`src/rtl/alu_mul_unit.sv`:
```
// alu_mul_unit
//   Single-cycle ALU (add, sub, and, or, slt) plus a 32-iteration
//   shift-and-add multiplier sharing one registered result.
//
//   clk_i      : clock, all state changes on the rising edge
//   rst_i      : asynchronous active-high reset
//   start_i    : request valid, sampled only while busy_o = 0
//   ALUCtrl_i  : operation code (0010 add, 0110 sub, 0000 and, 0001 or,
//                0111 slt, 0011 mul; anything else yields 0)
//   src1_i     : operand A
//   src2_i     : operand B
//   result_o   : registered result of the last completed operation
//   zero_o     : 1 when result_o == 0
//   busy_o     : 1 while a multiply is iterating
//   done_o     : one-cycle pulse, result_o was just updated
module alu_mul_unit (
   input  logic        clk_i,
   input  logic        rst_i,
   input  logic        start_i,
   input  logic [3:0]  ALUCtrl_i,
   input  logic [31:0] src1_i,
   input  logic [31:0] src2_i,
   output logic [31:0] result_o,
   output logic        zero_o,
   output logic        busy_o,
   output logic        done_o
);

   localparam logic [3:0] OP_AND = 4'b0000;
   localparam logic [3:0] OP_OR  = 4'b0001;
   localparam logic [3:0] OP_ADD = 4'b0010;
   localparam logic [3:0] OP_MUL = 4'b0011;
   localparam logic [3:0] OP_SUB = 4'b0110;
   localparam logic [3:0] OP_SLT = 4'b0111;

   typedef enum logic [0:0] {
      ST_IDLE = 1'b0,
      ST_MUL  = 1'b1
   } state_t;

   state_t      state_r;
   logic [31:0] result_r;
   logic        done_r;
   logic [31:0] acc_r;
   logic [31:0] mcand_r;
   logic [31:0] mplier_r;
   logic [4:0]  count_r;

   logic [31:0] alu_result_s;
   logic [31:0] acc_next_s;

   // Single-cycle ALU result; mul and undefined codes produce 0 here.
   always_comb begin
      alu_result_s = 32'd0;
      case (ALUCtrl_i)
         OP_ADD:  alu_result_s = src1_i + src2_i;
         OP_SUB:  alu_result_s = src1_i - src2_i;
         OP_AND:  alu_result_s = src1_i & src2_i;
         OP_OR:   alu_result_s = src1_i | src2_i;
         // Signed compare directly, so overflow of src1-src2 cannot flip it.
         OP_SLT:  alu_result_s = ($signed(src1_i) < $signed(src2_i)) ? 32'd1 : 32'd0;
         OP_MUL:  alu_result_s = 32'd0;
         default: alu_result_s = 32'd0;
      endcase
   end

   // Accumulator value after the current multiply iteration.
   always_comb begin
      acc_next_s = acc_r;
      if (mplier_r[0]) begin
         acc_next_s = acc_r + mcand_r;
      end else begin
         acc_next_s = acc_r;
      end
   end

   // Control FSM with datapath registers; done_r defaults low every cycle.
   always_ff @(posedge clk_i or posedge rst_i) begin
      if (rst_i) begin
         state_r  <= ST_IDLE;
         result_r <= 32'd0;
         done_r   <= 1'b0;
         acc_r    <= 32'd0;
         mcand_r  <= 32'd0;
         mplier_r <= 32'd0;
         count_r  <= 5'd0;
      end else begin
         case (state_r)
            ST_IDLE: begin
               done_r <= 1'b0;
               if (start_i) begin
                  if (ALUCtrl_i == OP_MUL) begin
                     mcand_r  <= src1_i;
                     mplier_r <= src2_i;
                     acc_r    <= 32'd0;
                     count_r  <= 5'd0;
                     state_r  <= ST_MUL;
                  end else begin
                     result_r <= alu_result_s;
                     done_r   <= 1'b1;
                  end
               end
            end
            ST_MUL: begin
               acc_r    <= acc_next_s;
               mcand_r  <= mcand_r << 1;
               mplier_r <= mplier_r >> 1;
               count_r  <= count_r + 5'd1;
               // Fixed 32 iterations; the last one publishes the product.
               if (count_r == 5'd31) begin
                  result_r <= acc_next_s;
                  done_r   <= 1'b1;
                  state_r  <= ST_IDLE;
               end else begin
                  done_r   <= 1'b0;
               end
            end
            default: begin
               state_r <= ST_IDLE;
               done_r  <= 1'b0;
            end
         endcase
      end
   end

   assign result_o = result_r;
   assign zero_o   = (result_r == 32'd0);
   assign busy_o   = (state_r == ST_MUL);
   assign done_o   = done_r;

endmodule
```
`config.mk`:
```
export PLATFORM = sky130hd
export DESIGN_NAME = alu_mul_unit
export DESIGN_NICKNAME = d
export VERILOG_FILES = /design/src/rtl/alu_mul_unit.sv
export SDC_FILE = /design/constraint.sdc
export NUM_CORES = 1
export LEC_CHECK = 0
export BUFFER_PORTS_ARGS = -buffer_cell sky130_fd_sc_hd__buf_4
export CAP_MARGIN = 20
export CELL_PAD_IN_SITES_DETAIL_PLACEMENT = 2
export CELL_PAD_IN_SITES_GLOBAL_PLACEMENT = 2
export CORE_MARGIN = 1
export CORE_UTILIZATION = 37
export CTS_CLUSTER_SIZE = 40
export DETAILED_ROUTE_END_ITERATION = 7
export PLACE_DENSITY = 0.84
export SLEW_MARGIN = 30
export SYNTH_ARGS = -nofsm -noshare
export SYNTH_HDL_FRONTEND = slang
export SYNTH_SLANG_ARGS = --single-unit
```
`constraint.sdc`:
```
create_clock -name clk_i -period 5.33 [get_ports clk_i]
set_input_delay 0.2665 -clock clk_i [delete_from_list [all_inputs] [get_ports clk_i]]
set_output_delay 0.2665 -clock clk_i [all_outputs]
set_load 0.005 [all_outputs]
```
==> impl_metrics.py <==
metrics = {
    "routing": {
        "ant_nets": 0,
        "wl_per_cell_um": 24.8,
        "drt_first_pass_iters": 5,
        "vias_per_cell": 6.05,
        "drt_iter0_drc": 671,
        "totalWireLength_um": 52100,
        "vias": 12700,
        "drc": 0,
    },
    "place": {
        "pre_cts_ws_ps": 1700,
        "io_buffers": 105,
        "gp_congestion": 0.914,
        "hpwlAfterDp_um": 38500,
        "placed_area_sq_mm": 0.0135,
        "placed_cells": 2066,
    },
    "global_routing": {
        "top_usage_layer": "met2",
        "grt.total_usage_pct": 31.0,
        "grt_pass1_vias": 13800,
        "use_met2_pct": 52.7,
        "grt_pass1_wl_um": 80600,
        "grt_max_degree": 100,
        "antenna_found_initial": 0,
        "overflow": 0,
        "met1_usage_pct": 40.0,
        "use_met3_pct": 3.81,
    },
    "logic_synthesis": {
        "async_flop_share_pct": 100,
        "syn_area_sq_mm": 0.0124,
        "yosysWarnings": 0,
        "synth-seq-cells": 135,
        "muxShareOfSynthArea_pct": 2.23,
        "synth_top_family_by_area": "compound AO/OA/AOI/OAI gates",
        "synth_fa_ha_area_share_pct": 15.0,
        "synth_cells": 1597,
        "synth_area_per_cell_sq_um": 7.77,
        "ys.flop_type": "dfrtp_1",
        "synth-edff-count": 0,
        "synth_compound_area_share_pct": 28.6,
        "synth_xor_area_share_pct": 3.53,
        "synth.distinct_cells": 79,
        "synth_nets": 1815,
        "synth-seq-area-share_pct": 27.2,
        "yosys.area_share.simple_pct": 17.4,
    },
    "layout": {
        "drive_above_1_share_pct": 11.0,
        "nNetsFinal": 1861,
        "postLayoutCellArea_sq_mm": 0.0141,
        "antenna_cells": 0,
        "area.growth.synth_to_final_pct": 13.7,
        "fillers": 3774,
        "stdcell_count": 2098,
    },
    "clock_tree": {
        "root_buffer": "clkbuf_16",
        "cts_hold_buf": 0,
        "post_cts_resized": 0,
        "cts_buffers": 17,
        "clk_latency_ps": 470,
        "htree_num_levels": 4,
        "cts_setup_buffers": 0,
        "cts.path.max_buffers": 2,
        "cts.sinks": 135,
        "cts_tree": "built",
        "clkTransAtPathRegs_ps": 70,
    },
    "pwr": {
        "leakage_uw": 0.00655,
        "power_switching_uw": 2460,
        "total_power_uw": 5450,
        "pwr-share-seq_pct": 33.1,
        "comb_power_share_pct": 44.2,
        "ir_drop_v": 0.000247,
        "p_clk_share_pct": 22.7,
        "internal_power_uw": 2990,
        "power_density_mw_per_mm2": 386,
        "sw_frac_of_total_pct": 45.1,
    },
    "timing": {
        "hold_viol": 91,
        "relSlewSlack_pct": 33.2,
        "fin_crit_ps": 3660,
        "whs_ps": -57.7,
        "finalSetupViolations": 0,
        "fin_skew_ps": 15.9,
        "finalSetupTns_ps": 0,
        "rsz0062_at_grt": "no",
        "period_share_pct": 68.8,
        "worstMarginPinSlew_ps": 1000,
        "max_freq_mhz": 273,
        "setup_ws_ps": 1670,
        "finalMaxSlewViolations": 0,
    },
    "floorplan": {
        "die-width_um": 185,
        "coreArea_sq_mm": 0.0328,
        "dieArea_sq_mm": 0.0343,
        "io_pins": 106,
        "fp-row-count": 66,
        "die_height_um": 185,
        "initial_utilization_pct": 37.9,
    },
    "status": {
        "violations": "negative hold slack",
        "status": "complete, but fails checks",
    },
    "worst_setup_path": {
        "worst_ep_arrival_time_ps": 4060,
        "cp_max_fo": 6,
        "path_class": "flip-flop to flip-flop",
        "crit_required_ps": 5720,
        "critPathLaunchType": "flip-flop",
        "worstSetupEndpointType": "flip-flop",
    },
    "hold_path": {
        "hp-class": "input pin to async pin",
    },
    "run": {
        "maxCapViolations": 0,
    },
}
per-layer routing:
metal / share of wire (%) / vias to the layer above
li1: - / 5782
met2: 48 / 303
met3: 4.0 / 93
met5: 0 / -
met1: 45 / 6506
met4: 3.0 / 0
flip-flops by register name, summed over array words and instances (netlist names):
name and flops:
acc_r 32, busy_o 1, count_r 5, done_o 1
mcand_r 32, mplier_r 32, result_o 32
layout make-up:
| class | count | area (sq um) | share of cell area [%] |
|---|---|---|---|
| multi-input cells | 1266 | 8320 | 58.9 |
| flip-flops and latches | 135 | 3380 | 24.0 |
| well taps | 442 | 553 | 3.92 |
| clock buffers | 17 | 425 | 3.01 |
| repair buffers | 120 | 905 | 6.41 |
| clock inverters | 15 | 144 | 1.02 |
| inverters | 103 | 394 | 2.79 |
per-stage QoR:
step	utilization, %	hold slack, ps
4_1_cts	43.0	62.7
3_3_place_gp	41.3	463
5_1_grt	43.1	5.02
3_5_place_dp	41.3	472
2_1_floorplan	-	397
6_report	43.1	-57.7
synthesized netlist by cell type (20+ instances only):
library cell	instances	area share, %
a21o_1	30	1.8
a21oi_1	166	6.7
nand3_1	20	0.81
o21ai_0	134	5.4
inv_1	102	3.1
mux2i_1	22	1.8
nor2_1	166	5.0
xnor2_1	40	2.8
a31oi_1	20	1.0
nand2_1	179	5.4
ha_1	144	15
nor3_1	31	1.2
clkbuf_1	81	2.4
dfrtp_1	135	27
final timing paths:
path                            cells after the start  slack (ps)         from      endpoint
worst max-delay path                               12        1670     acc_r[0]  result_o[26]
worst min-delay path                                2         -60        rst_i    mcand_r[2]
worst max register to register                     12        1670     acc_r[0]  result_o[26]
worst min register to register                      2         480  mplier_r[5]   mplier_r[4]
max in group asynchronous                           3        4300        rst_i  mplier_r[23]
min in group clk_i                                  3         130   src2_i[31]  mplier_r[31]
power groups by stage:
stage / clock network, uW / registers [uW] / logic (uW)
floorplan: 0 / 1620 / 1570
global placement: 0 / 1780 / 2210
detailed placement: 0 / 1810 / 2350
CTS: 1250 / 1800 / 2400
global route: 1280 / 1840 / 2630
finish: 1240 / 1800 / 2410
cells in the final DEF (no fill, tap or decap), drive strengths merged, types with 16 or more instances in the layout:
cell / n
a31oi: 21
xnor2: 40
inv: 108
mux2i: 22
nor3: 32
a21o: 30
buf: 120
ha: 144
clkbuf: 17
o221ai: 16
o21bai: 18
o21a: 19
a21oi: 167
a221oi: 20
nor2: 166
o21ai: 147
dfrtp: 135
o211ai: 16
nand2: 179
nand3: 20
critical path, stage by stage, from the launching register on:
cell      delay (ps)
dfrtp_1          420
ha_1             270
fa_1             420
a21o_1           200
a221oi_2         370
a21oi_1          260
o21ai_0          380
a21oi_1          120
nor2_1           130
xor2_1            80
o21ai_0          630
o22ai_1          190
nor2_1           120
cell families (layout without fill, tap and decap cells):
kind of cell / count (synthesis) / after routing
AOI/OAI and AO/OA: 555 / 555
xor gates and xnor gates: 50 / 50
adders and majority gates: 147 / 147
buffers and inverters: 196 / 255
DFF: 135 / 135
muxes: 27 / 27
and+or+nand+nor: 487 / 487
Power figures use the tool's default switching activity.
